--- src/rtl/enemy_pkg.sv ---
// enemy_pkg: shared constants for the enemy wave controller.
// Holds the one-hot sequencer state codes, the enemy type codes and the
// default position/damage widths used by enemy_wave_ctrl.
package enemy_pkg;

  // One-hot sequencer states: IDLE -> SPAWN -> DAMAGE -> MOVE -> COLLECT -> IDLE
  localparam int ST_W = 5;
  localparam logic [ST_W-1:0] ST_IDLE    = 5'b00001;
  localparam logic [ST_W-1:0] ST_SPAWN   = 5'b00010;
  localparam logic [ST_W-1:0] ST_DAMAGE  = 5'b00100;
  localparam logic [ST_W-1:0] ST_MOVE    = 5'b01000;
  localparam logic [ST_W-1:0] ST_COLLECT = 5'b10000;

  // Enemy type codes presented on spawn_type_out
  localparam logic [1:0] TYPE_NONE   = 2'b00;
  localparam logic [1:0] TYPE_BASIC  = 2'b01;
  localparam logic [1:0] TYPE_MEDIUM = 2'b10;
  localparam logic [1:0] TYPE_HEAVY  = 2'b11;

  // Default datapath widths
  localparam int POS_W_DEF = 9;
  localparam int DMG_W_DEF = 8;

endpackage

--- src/rtl/enemy_wave_ctrl_front_select.sv ---
// enemy_front_select: purely combinational frontmost-enemy picker.
// Ports: pos_i (packed per-slot positions), alive_i (per-slot live flag);
// idx_o/pos_o/valid_o give the live slot with the largest position, lowest index on a tie.
module enemy_front_select #(
  parameter int N_SLOTS = 4,
  parameter int POS_W   = 9,
  parameter int IDX_W   = 2
) (
  input  logic [N_SLOTS*POS_W-1:0] pos_i,
  input  logic [N_SLOTS-1:0]       alive_i,
  output logic [IDX_W-1:0]         idx_o,
  output logic [POS_W-1:0]         pos_o,
  output logic                     valid_o
);

  // Scanning upward with a strict '>' keeps the earlier (lower) index on ties.
  always_comb begin
    idx_o   = '0;
    pos_o   = '0;
    valid_o = 1'b0;
    for (int i = 0; i < N_SLOTS; i++) begin
      if (alive_i[i] && (!valid_o || (pos_i[i*POS_W +: POS_W] > pos_o))) begin
        idx_o   = IDX_W'(i);
        pos_o   = pos_i[i*POS_W +: POS_W];
        valid_o = 1'b1;
      end
    end
  end

endmodule

--- src/rtl/enemy_wave_ctrl.sv ---
// enemy_wave_ctrl: per-tick spawn/damage/move/collect sequencer for the enemy slot bank.
// Inputs: tick, spawn_req/spawn_type, player_front/player_damage, per-slot enemy_pos/dmg/dead.
// Outputs: can_spawn/spawn_type_out, move/damage strobes, unit_front, damage_in, front_pos/valid,
//          enemy_attack/attack_valid, spawn_drop and tick_overrun status pulses.
module enemy_wave_ctrl
  import enemy_pkg::*;
#(
  parameter int N_SLOTS = 4,
  parameter int POS_W   = POS_W_DEF,
  parameter int DMG_W   = DMG_W_DEF
) (
  input  logic                     clk,
  input  logic                     reset,
  input  logic                     tick,
  input  logic                     spawn_req,
  input  logic [1:0]               spawn_type,
  input  logic [POS_W-1:0]         player_front,
  input  logic [DMG_W-1:0]         player_damage,
  input  logic [N_SLOTS*POS_W-1:0] enemy_pos,
  input  logic [N_SLOTS*DMG_W-1:0] enemy_dmg,
  input  logic [N_SLOTS-1:0]       enemy_dead,
  output logic [N_SLOTS-1:0]       can_spawn,
  output logic [1:0]               spawn_type_out,
  output logic                     move_scen,
  output logic                     damage_scen,
  output logic [POS_W-1:0]         unit_front,
  output logic [N_SLOTS*DMG_W-1:0] damage_in,
  output logic [POS_W-1:0]         front_pos,
  output logic                     front_valid,
  output logic [DMG_W-1:0]         enemy_attack,
  output logic                     attack_valid,
  output logic                     spawn_drop,
  output logic                     tick_overrun
);

  localparam int IDX_W = $clog2(N_SLOTS);
  localparam int SUM_W = DMG_W + 3;

  logic [ST_W-1:0]    state_q, state_d;
  logic               pend_v_q, pend_v_d;
  logic [1:0]         pend_type_q, pend_type_d;
  logic [N_SLOTS-1:0] reserved_q, reserved_d;
  logic [POS_W-1:0]   unit_front_q, unit_front_d;
  logic [DMG_W-1:0]   attack_q, attack_d;
  logic               attack_vld_q;
  logic [IDX_W-1:0]   front_idx_q;
  logic [POS_W-1:0]   front_pos_q;
  logic               front_valid_q;

  logic [IDX_W-1:0]   sel_idx;
  logic [POS_W-1:0]   sel_pos;
  logic               sel_valid;
  logic [N_SLOTS-1:0] free_slots;
  logic [N_SLOTS-1:0] spawn_onehot;
  logic               spawn_fire;
  logic [SUM_W-1:0]   attack_sum;

  enemy_front_select #(
    .N_SLOTS (N_SLOTS),
    .POS_W   (POS_W),
    .IDX_W   (IDX_W)
  ) u_front_select (
    .pos_i   (enemy_pos),
    .alive_i (~enemy_dead),
    .idx_o   (sel_idx),
    .pos_o   (sel_pos),
    .valid_o (sel_valid)
  );

  // A slot is free only once it reports dead and no deploy is still in flight.
  assign free_slots   = enemy_dead & ~reserved_q;
  assign spawn_onehot = free_slots & (~free_slots + N_SLOTS'(1));
  assign spawn_fire   = (state_q == ST_SPAWN) && pend_v_q && (|free_slots);

  // State register
  always_ff @(posedge clk or posedge reset) begin
    if (reset) state_q <= ST_IDLE;
    else       state_q <= state_d;
  end

  // Next-state logic
  always_comb begin
    state_d = state_q;
    case (state_q)
      ST_IDLE:    if (tick) state_d = ST_SPAWN;
      ST_SPAWN:   state_d = ST_DAMAGE;
      ST_DAMAGE:  state_d = ST_MOVE;
      ST_MOVE:    state_d = ST_COLLECT;
      ST_COLLECT: state_d = ST_IDLE;
      default:    state_d = ST_IDLE;
    endcase
  end

  // Output decode; damage_in must be all-zero outside DAMAGE because the
  // enemies compare their health against it on every cycle.
  always_comb begin
    can_spawn      = '0;
    spawn_type_out = TYPE_NONE;
    move_scen      = 1'b0;
    damage_scen    = 1'b0;
    damage_in      = '0;
    tick_overrun   = tick && (state_q != ST_IDLE);
    spawn_drop     = spawn_req && pend_v_q && !spawn_fire;
    case (state_q)
      ST_SPAWN: begin
        if (spawn_fire) begin
          can_spawn      = spawn_onehot;
          spawn_type_out = pend_type_q;
        end
      end
      ST_DAMAGE: begin
        damage_scen = 1'b1;
        if (front_valid_q) damage_in[front_idx_q*DMG_W +: DMG_W] = player_damage;
      end
      ST_MOVE: move_scen = 1'b1;
      default: ;
    endcase
  end

  // Pending entry, reservations, unit_front capture and attack sum
  always_comb begin
    pend_v_d    = pend_v_q;
    pend_type_d = pend_type_q;
    if (spawn_fire) pend_v_d = 1'b0;
    // A request arriving as the entry is consumed refills it.
    if (spawn_req && (!pend_v_q || spawn_fire)) begin
      pend_v_d    = 1'b1;
      pend_type_d = spawn_type;
    end

    reserved_d = (reserved_q & enemy_dead) | (spawn_fire ? spawn_onehot : '0);

    unit_front_d = ((state_q == ST_IDLE) && tick) ? player_front : unit_front_q;

    attack_sum = '0;
    for (int i = 0; i < N_SLOTS; i++) begin
      if (!enemy_dead[i]) attack_sum = attack_sum + SUM_W'(enemy_dmg[i*DMG_W +: DMG_W]);
    end
    attack_d = attack_q;
    if (state_q == ST_COLLECT) begin
      attack_d = (|attack_sum[SUM_W-1:DMG_W]) ? '1 : attack_sum[DMG_W-1:0];
    end
  end

  always_ff @(posedge clk or posedge reset) begin
    if (reset) begin
      pend_v_q      <= 1'b0;
      pend_type_q   <= TYPE_NONE;
      reserved_q    <= '0;
      unit_front_q  <= '0;
      attack_q      <= '0;
      attack_vld_q  <= 1'b0;
      front_idx_q   <= '0;
      front_pos_q   <= '0;
      front_valid_q <= 1'b0;
    end else begin
      pend_v_q      <= pend_v_d;
      pend_type_q   <= pend_type_d;
      reserved_q    <= reserved_d;
      unit_front_q  <= unit_front_d;
      attack_q      <= attack_d;
      attack_vld_q  <= (state_q == ST_COLLECT);
      front_idx_q   <= sel_idx;
      front_pos_q   <= sel_pos;
      front_valid_q <= sel_valid;
    end
  end

  assign unit_front   = unit_front_q;
  assign front_pos    = front_pos_q;
  assign front_valid  = front_valid_q;
  assign enemy_attack = attack_q;
  assign attack_valid = attack_vld_q;

endmodule

--- config.mk ---
export PLATFORM = sky130hd
export DESIGN_NAME = enemy_wave_ctrl
export DESIGN_NICKNAME = d
export VERILOG_FILES = /design/src/rtl/enemy_pkg.sv /design/src/rtl/enemy_wave_ctrl_front_select.sv /design/src/rtl/enemy_wave_ctrl.sv
export SDC_FILE = /design/constraint.sdc
export NUM_CORES = 1
export LEC_CHECK = 0
export BUFFER_PORTS_ARGS = -buffer_cell sky130_fd_sc_hd__buf_2
export CAP_MARGIN = 0
export CORE_MARGIN = 5
export CORE_UTILIZATION = 55
export DETAILED_ROUTE_END_ITERATION = 8
export GPL_TIMING_DRIVEN = 0
export PLACE_DENSITY = 0.87
export SETUP_SLACK_MARGIN = 0.1
export SKIP_LAST_GASP = 1
export SLEW_MARGIN = 20
export SYNTH_ARGS = -nofsm -noshare
export SYNTH_HDL_FRONTEND = slang
export SYNTH_HIERARCHICAL = 1
export SYNTH_SLANG_ARGS = --single-unit
--- constraint.sdc ---
create_clock -name clk -period 2.9 [get_ports clk]
set_clock_uncertainty 0.1 [all_clocks]
set_input_delay 0.29 -clock clk [delete_from_list [all_inputs] [get_ports clk]]
set_output_delay 0.29 -clock clk [all_outputs]
set_load 0.01 [all_outputs]
Word level (Yosys, flattened, before mapping)
Index checks and enable logic that the tools add are counted.
- register bits after elaboration: 42
- input port bits: 95
- output and inout bits: 70
- $add $sub $neg: 5
- magnitude comparators: 3
- eq/ne operators: 7
- shifts and indexed selects: 2
- mux-type cells: 28
- bitwise gates (word level): 8
- reduce and logical (&&, ||, !) cells: 22
- operator list (operator ; count):
    $mux 32 ; 2
    $mux 9 ; 4
    $neg 5->34 ; 1
    $shift 8x34->32 const A ; 1
    $shiftx 8x34->32 ; 1
    $add 11x8->11 ; 3
    $mux 11 ; 3
    $and 32x32->32 ; 1
    $gt 9x9->1 ; 3
    $pmux 5 s4 ; 1
    $mux 8 ; 2
    $and 4x4->4 ; 3
    $not 4->4 ; 3
    $logic_and 1x1->1 ; 10
    $mux 1 ; 9
    $mux 2 ; 4
    $mux 4 ; 2
    $eq 5x1->1 const B ; 1
    $eq 5x2->1 const B ; 1
    $eq 5x3->1 const B ; 1
    $eq 5x4->1 const B ; 1
    $eq 5x5->1 const B ; 1
    $logic_not 1->1 ; 5
    $mux 5 ; 1
    8 further kinds ; 11

Logic depth before layout (Yosys ltp)
Gate-level depths: netlist (run 1).
- depth in word-level cells: 14
- mapped depth: 26
- mapped depth without buffers: 23

Hierarchy
The synthesis (run 1) kept the hierarchy.
- by module, submodules not included (module ; instances ; cells each ; area each (um2) ; seq. area each (um2)):
    enemy_wave_ctrl ; 1 ; 374 ; 3397.0 ; 1052.3
    enemy_front_select ; 1 ; 163 ; 1263.7 ; 0.0

Worst setup path before layout (run 1)
Ideal clock, no wire load.
- kind: input-to-reg
- from: in enemy_dead[0]
- to: reg front_pos_q[0] (netlist: front_pos[0])
- library setup time: 0.125 ns
- data arrival time: 5.295 ns
- data required time: 2.675 ns
- slack: -2.619 ns
- stages on the path: 25
- buffers on the path: 3
- path through: inv_1 clkbuf_1 nand2_1 ha_1 a21oi_1 o2111ai_2 nor4_2 o31ai_1 and2_1 ha_1 a21oi_1 nor2_1 a2111oi_4 a21o_4 buf_8 a31oi_1 inv_1 ha_1 nor2b_1 o211ai_1 a21oi_1 a2111oi_0 a2bb2oi_1 buf_4 mux2_2
- longest elaborated chain between the ends: 14
- elaborated cells between the ends (all ways): 20
- ends and longest elaborated chain (what ; line ; source):
    from (decl) ; enemy_wave_ctrl.sv:21 ; input logic [N_SLOTS-1:0] enemy_dead,
    $not 4->4 * ; enemy_wave_ctrl.sv:64 ; .alive_i (~enemy_dead),
    $mux 9 / $mux 1 (equally long branches) ; enemy_wave_ctrl_front_select.sv:22 ; if (alive_i[i] && (!valid_o || (pos_i[i*POS_W +: POS_W] > pos_o))) begin
    $gt 9x9->1 / $logic_not 1->1 (equally long branches) ; enemy_wave_ctrl_front_select.sv:22 ;
    $logic_or 1x1->1 ; enemy_wave_ctrl_front_select.sv:22 ;
    $logic_and 1x1->1 ; enemy_wave_ctrl_front_select.sv:22 ;
    $mux 9 / $mux 1 (equally long branches) ; enemy_wave_ctrl_front_select.sv:22 ;
    $gt 9x9->1 / $logic_not 1->1 (equally long branches) ; enemy_wave_ctrl_front_select.sv:22 ;
    $logic_or 1x1->1 ; enemy_wave_ctrl_front_select.sv:22 ;
    $logic_and 1x1->1 ; enemy_wave_ctrl_front_select.sv:22 ;
    $mux 9 / $mux 1 (equally long branches) ; enemy_wave_ctrl_front_select.sv:22 ;
    $gt 9x9->1 / $logic_not 1->1 (equally long branches) ; enemy_wave_ctrl_front_select.sv:22 ;
    $logic_or 1x1->1 ; enemy_wave_ctrl_front_select.sv:22 ;
    $logic_and 1x1->1 ; enemy_wave_ctrl_front_select.sv:22 ;
    $mux 9 * ; enemy_wave_ctrl_front_select.sv:22 ;
    via sel_pos[0] ; enemy_wave_ctrl.sv:51 ; logic [POS_W-1:0] sel_pos;
    to (signal assigned) ; enemy_wave_ctrl.sv:164 ; front_pos_q <= sel_pos;
    to (decl) ; enemy_wave_ctrl.sv:47 ; logic [POS_W-1:0] front_pos_q;
Mark *: on every way through the listed nets, which the timed path passes. The rest lies on a longest branch.
A chain may end at the register's enable or synchronous reset.

Worst setup path in the final report (run 1)
- from: in enemy_dead[0]
- to: reg front_pos_q[2] (netlist: front_pos[2])
Same word-level chain as after synthesis.

==> summary.md, run 1 <==
| Metric | Value |
|---|---|
| Internal power | `around 0.0022 W` |
| Violated checks | `negative setup slack` |
| Outcome | `finished, violations left` |
| Placed Instances | `slightly above 800` |
| Slew headroom | `a little over two fifths` |
| Worst-path clk slew | `roughly 0.10 ns` |
| Non-Filler Instances | `899` |
| Crit path DAT | `around 6.9 ns` |
| DR iter-0 viols | `760` |
| Crit path kind | `in2reg` |
| Initial Utilization | `approximately 57%` |
| CTS root buffer | `clkbuf_8` |
| Critical path's slowest cell | `or4_4` |
| GPL Wtd Cong | `around 0.94` |
| Synth area leader | `dfrtp_1` |
| Post-layout nets | `about 940` |
| DIE AREA | `~10000 sq um` |
| Number of buffers and inverters on the critical path | `9` |
| Syn nets | `691` |
| I/O pin cnt | `roughly 170` |
| Post-DRT Antenna Nets | `0` |
| Vias/cell | `7.00` |
| First-pass GRT wire length | `28500 microns` |
| Crit end category | `register` |
| CP max stage delay | `roughly 0.61 ns` |
| Post-synth top cells | `ha_1, nor2_1, and2_1` |
| Hpwl dp | `roughly 11000 microns` |
| Antenna violations before repair | `4` |
| Final setup vio count | `24` |
| Switching part of the total power | `~43%` |
| Yosys Warn Count | `6` |
| Total of max-cap violations | `0` |
| Syn_area_per_cell | `slightly below 9 sq um` |
| Gate Count Post-Synth | `around 540` |
| Critical path origin | `enemy_dead[0]` |
| Util after Layout | `roughly nine tenths` |
| Post-synthesis register bit count | `between 40 and 50` |
| Post-synth top area share | `between 20 and 25%` |
| Setup TNS | `-55.34 ns` |
| Reg2Reg Capture Point | `enemy_attack[4]` |
| Tcrit/Tclk final | `236%` |
| R2R cell count | `7` |
| Most common cell in the synthesized netlist | `ha_1` |
| CP Max Fanout | `6` |
| Tot Pwr | `~0.0038 W` |
| Avg WL per Cell | `28.6 microns` |
| Worst Tran Pin Value | `between 0.8 and 0.9 ns` |
| Worst IR Drop VDD | `between 0.3 and 0.4 mV` |
| I/O Buffers | `~160` |
| PnR worst setup slack | `-3.93 ns` |
| Cts bufs inserted | `5` |
| Register share of total power | `about 23%` |
| Skew-Pair Late Insertion Delay | `0.30 ns` |
| Area growth syn-to-layout | `59.7%` |
| Num Clock Sinks | `between 40 and 50` |
| Fin. max-slew vios | `0` |
| Leak pwr | `between 3 and 4 nW` |
| GRT Overall Usage | `35.4%` |
| Comb pwr share | `61.6%` |
| Vias in the first global route | `5725` |
| Die H | `~100 microns` |
| CTS H-tree lvls | `2` |
| Max Root-Sink Buffers | `2` |
| CP endpoint | `front_pos[2]` |
| WL final | `between 20000 and 30000 microns` |
| Fmax | `146 MHz` |
| FF-to-FF setup slack | `~0.46 ns` |
| Async SR Flop Fraction | `100%` |
| Post-synthesis sequential area ratio | `22.6%` |
| RSZ-0062 raised after global routing | `yes` |
| Row count | `33` |
| Worst path required time | `approximately 3 ns` |
| Clock share of power | `15.7%` |
| Largest net degree at the start of global routing | `23` |
| Worst hold path type | `in2reg` |
| Gr ovfl total | `0` |
| Power Density | `between 500 and 600 nW/um^2` |
| FILL cells | `about 330` |
| CTS tree | `yes` |
| CORE AREA | `between 8000 and 9000 sq um` |
| EDFF count, synth | `0` |
| Top Family by Delay on Critical Path | `simple AND/OR/NAND/NOR gates` |
| Library cells used by synthesis | `77` |
| Synth Cell Area | `approximately 4700 sq um` |
| Setup crit start kind | `primary input` |
| Critical Path Stages | `29` |
| Pre-antenna DRT Iters | `5` |
| Main synth FF type | `dfrtp_1` |
| Share of layout cells above drive strength 1 | `53.9%` |
| Drc violations | `0` |
| Vias after detailed routing | `6291` |
| Pre-CTS WS | `-3.23 ns` |
| Die Span X | `102 microns` |
| Fin. Hold Viols | `0` |
| R2R Path Start | `state_q[2]` |
| Fin crit period | `between 6 and 7 ns` |
| Synth area leaders | `dfrtp_1, ha_1, and2_1` |
| Net Sw Power | `approximately 0.0017 W` |
cell families (layout without fill, tap and decap cells):
| family | after synthesis | in the layout | synth area share [%] |
|---|---|---|---|
| AOI/OAI and AO/OA | 137 | 137 | 21.2 |
| xor gates and xnor gates | 10 | 10 | 1.88 |
| adders and majority gates | 59 | 59 | 16.3 |
| buffers and inverters | 49 | 302 | 4.83 |
| DFF | 42 | 42 | 22.6 |
| muxes | 31 | 32 | 7.52 |
| other | 0 | 3 | 0 |
| and+or+nand+nor | 209 | 209 | 25.7 |
through the flow:
step	hold slack [ns]	area, sq um
after CTS	0.126	6860
after floorplan	0.298	4830
after global routing	0.121	7440
after global placement	0.354	5770
final	0.123	7440
after detailed placement	0.232	5800
registers in the layout (all words and copies together) (netlist names):
signal	cells
unit_front	9
front_valid	1
state_q	5
attack_valid	1
pend_v_q	1
front_pos	9
reserved_q	4
enemy_attack	8
pend_type_q	2
front_idx_q	2
cell usage in the layout (no fill, tap or decap), types with 6 or more instances in the layout:
cell type and count:
and2_4 6, dfrtp_1 41, a211oi_1 13, nand4_1 14
buf_2 165, nor2_1 37, nand2_2 7, a21oi_1 11
mux2_2 13, a31oi_1 6, nor3_1 6, nand3_1 6
o31ai_4 7, ha_2 6, ha_4 21, ha_1 29
inv_1 27, buf_6 8, mux2_4 10, and2_1 37
nand2_1 27, clkbuf_8 7, buf_4 70, nor2b_1 8
nand2b_1 14, a21o_1 11, o21ai_0 20, a21oi_2 8
layer usage:
layer | track usage, % | vias up | wire (microns)
li1 | - | 2471 | -
met1 | 36.0 | 2850 | 7880
met2 | 62.9 | 686 | 11300
met3 | 10.4 | 272 | 3900
met4 | 22.6 | 12 | 2530
met5 | 0 | - | 116
power groups by stage:
stage          combinational (W)  sequential, W  clock, W
3_5_place_dp             0.00148       0.000845         0
4_1_cts                  0.00181       0.000833  0.000571
2_1_floorplan           0.000992       0.000886         0
6_report                 0.00236       0.000870  0.000603
3_3_place_gp             0.00141       0.000830         0
5_1_grt                  0.00246       0.000879  0.000619
what timing repair did:
action / in CTS / in global routing
hold buffers: 1 / 0
endpoints found under the setup margin: 19 / 32
pin swaps: 51 / 56
gates resized for setup: 93 / 71
endpoints found under the hold margin: 19 / 0
gates cloned: 6 / 0
setup buffers: 46 / 29
worst min path at each step:
| stage | start | to | slack [ns] | cells past startpoint |
|---|---|---|---|---|
| 2_1_floorplan | spawn_req | pend_v_q | 0.30 | 1 |
| 3_3_place_gp | reserved_q[3] | reserved_q[3] | 0.35 | 1 |
| 3_5_place_dp | reset | unit_front[5] | 0.23 | 2 |
| 4_1_cts | player_front[4] | unit_front[4] | 0.13 | 2 |
| 5_1_grt | player_front[0] | unit_front[0] | 0.12 | 2 |
| 6_report | spawn_type[1] | pend_type_q[1] | 0.12 | 2 |
cell type report:
type	instances	area (sq um)	area share, %
diodes	3	7.51	0.101
plain buffers	15	116	1.56
clock buffers	6	82.6	1.11
clock inverters	2	60.1	0.807
inverters	34	131	1.77
multi-input cells	447	4310	57.9
flip-flops and latches	42	1050	14.1
well taps	105	131	1.77
repair buffers	245	1550	20.9
Power figures use the tool's default switching activity.
==> inputs of run 2 (changes only) <==
--- a/config.mk
+++ b/config.mk
@@ -12,6 +12,7 @@
 export DETAILED_ROUTE_END_ITERATION = 8
 export GPL_TIMING_DRIVEN = 0
 export PLACE_DENSITY = 0.87
+export REMOVE_ABC_BUFFERS = 1
 export SETUP_SLACK_MARGIN = 0.1
 export SKIP_LAST_GASP = 1
 export SLEW_MARGIN = 20
==> summary.md, run 2 (synthesis results as in run 1) <==
| Metric | Value |
|---|---|
| Fin. Hold Viols | `0 (unchanged)` |
| GPL Wtd Cong | `0.963 (+2.3%)` |
| GRT Overall Usage | `28.7% (-6.7 points)` |
| Worst path required time | `2.99 ns (about the same)` |
| Drc violations | `0 (unchanged)` |
| Setup crit start kind | `primary input` |
| Max Root-Sink Buffers | `2 (unchanged)` |
| Total of max-cap violations | `0 (unchanged)` |
| Vias/cell | `6.30 (-10%)` |
| Initial Utilization | `56.7% (unchanged)` |
| I/O pin cnt | `165 (unchanged)` |
| Outcome | `finished, violations left` |
| Largest net degree at the start of global routing | `34 (+48%)` |
| DR iter-0 viols | `349 (-54%)` |
| Antenna violations before repair | `0 (-4)` |
| Final setup vio count | `19 (-21%)` |
| Leak pwr | `3.27 nW (-5.3%)` |
| Crit path DAT | `5.30 ns (-1.62 ns)` |
| Hold path start | `spawn_req` |
| CTS root buffer | `clkbuf_8` |
| CTS tree | `yes` |
| Worst-path clk slew | `0.10 ns (about the same)` |
| R2R cell count | `6 (-1)` |
| Hpwl dp | `10800 microns (-4.4%)` |
| Met2 usage | `54.2% (-8.6 points)` |
| Placed inst area | `5540 sq um (-4.6%)` |
| Die Span X | `102 microns (unchanged)` |
| PnR worst setup slack | `-2.31 ns (+1.62 ns)` |
| Vias in the first global route | `5115 (-11%)` |
| CP max stage delay | `0.33 ns (-0.28 ns)` |
| R2R Path Start | `state_q[3]` |
| Hold path depth | `2 (unchanged)` |
| First-pass GRT wire length | `24300 microns (-15%)` |
| Crit path kind | `in2reg` |
| Violated checks | `negative setup slack` |
| Crit end category | `register` |
| Num Clock Sinks | `42 (unchanged)` |
| Area growth syn-to-layout | `51.7%` |
| Fmax | `192 MHz (+31%)` |
| Slew headroom | `51.6% (+9.9 points)` |
| CP Max Fanout | `8 (+2)` |
| GR peak layer | `met2` |
| Critical path's slowest cell | `o31ai_2` |
| Post-DRT Antenna Nets | `0 (unchanged)` |
| # diodes | `0 (-3)` |
| DIE AREA | `10400 sq um (unchanged)` |
| Reg2Reg Capture Point | `enemy_attack[6]` |
| Hold Path Sink | `pend_v_q` |
| Pre-antenna DRT Iters | `4 (-1)` |
| I/O Buffers | `164 (+0.61%)` |
| Post-layout nets | `910 (-3.6%)` |
| Vias after detailed routing | `5429 (-14%)` |
| Worst IR Drop VDD | `0.251 mV (-23%)` |
| Met1 Track Usage GR | `33.2% (-2.8 points)` |
| Gr ovfl total | `0 (unchanged)` |
| Most common cell after layout, fill and taps aside | `buf_2` |
| Util after Layout | `86.0% (-4.5 points)` |
| Avg WL per Cell | `20.1 microns (-30%)` |
| Row count | `33 (unchanged)` |
| Power Density | `460 nW/um^2 (-11%)` |
| FF-to-FF setup slack | `0.63 ns (+0.17 ns)` |
| Fin crit period | `5.21 ns (-1.62 ns)` |
| Share of layout cells above drive strength 1 | `51.1% (-2.7 points)` |
| CORE AREA | `8220 sq um (unchanged)` |
| Fin. max-slew vios | `0 (unchanged)` |
| Worst hold path type | `in2reg` |
| Cts bufs inserted | `5 (unchanged)` |
| RSZ-0062 raised after global routing | `yes` |
| WL final | `17300 microns (-33%)` |
| Met3 Use GR | `3.75% (-6.7 points)` |
| Skew-Pair Late Insertion Delay | `0.29 ns (about the same)` |
| Worst Tran Pin Value | `0.722 ns (-0.152 ns)` |
| Layout Cell Area excl Fill | `7070 sq um (-5.0%)` |
| CTS H-tree lvls | `2 (unchanged)` |
| Die H | `102 microns (unchanged)` |
| Commonest cells after routing, fill and taps aside | `buf_2, dfrtp_1, buf_4` |
| Tcrit/Tclk final | `180% (-56 points)` |
==> run 2: how the worst max path moves through the flow <==
stage	from	endpoint	slack [ns]	cells past startpoint
2_1_floorplan	enemy_dead[0]	front_pos[0]	-2.80	22
3_3_place_gp	enemy_dead[0]	front_pos[7]	-3.95	23
3_5_place_dp	enemy_dead[0]	front_pos[7]	-4.19	23
4_1_cts	enemy_dead[0]	front_pos[1]	-2.14	29
5_1_grt	enemy_dead[0]	front_pos[7]	-2.37	30
6_report	enemy_dead[0]	front_pos[2]	-2.31	30
==> run 2: final cells by class <==
| type | instances | area (sq um) |
|---|---|---|
| inverter | 34 | 135 |
| multi-input combinational | 448 | 4250 |
| fill | 432 | 1150 |
| clock buffer | 5 | 68.8 |
| sequential | 42 | 1050 |
| timing repair buffer | 225 | 1410 |
| tap | 105 | 131 |
| clock inverter | 3 | 26.3 |
==> run 2: worst max-delay path: cells and delay by family <==
family          cells  cell delay [ns]
simple gates        6             0.75
buf+inv            10             1.40
mux                 2             0.39
compound gates      9             1.64
fa+ha+maj           3             0.79
==> run 2: repair_timing <==
action	4_1_cts	5_1_grt
gates cloned	4	0
gates resized for setup	118	53
pin swaps	49	44
hold buffers	1	0
endpoints found under the hold margin	9	0
buffers inserted	40	18
endpoints found under the setup margin	19	35
==> run 2: where the power goes <==
group	total, W	switching (W)	internal [W]
sequential	0.000857	0.000113	0.000744
combinational	0.00198	0.00103	0.000958
clock	0.000411	0.000232	0.000179
==> run 2: per-layer routing <==
metal  up-vias  share of wire (%)  routed length [microns]
li1       2403                  -                        -
met1      2634                 36                     6150
met2       313                 52                     8990
met3        79                7.8                     1350
met4         0                4.8                      828
met5         -                  0                        0
==> run 2: per-stage QoR <==
step           TNS [ns]  hold slack (ns)  cells  total power [W]  setup slack (ns)
3_5_place_dp     -63.46            0.121    792          0.00225             -4.19
6_report         -36.63           0.0976    862          0.00325             -2.31
3_3_place_gp     -59.34            0.353    791          0.00217             -3.95
2_1_floorplan    -41.47            0.298    522          0.00180             -2.80
4_1_cts          -34.30            0.101    845          0.00298             -2.14
5_1_grt          -38.55            0.110    862          0.00344             -2.37
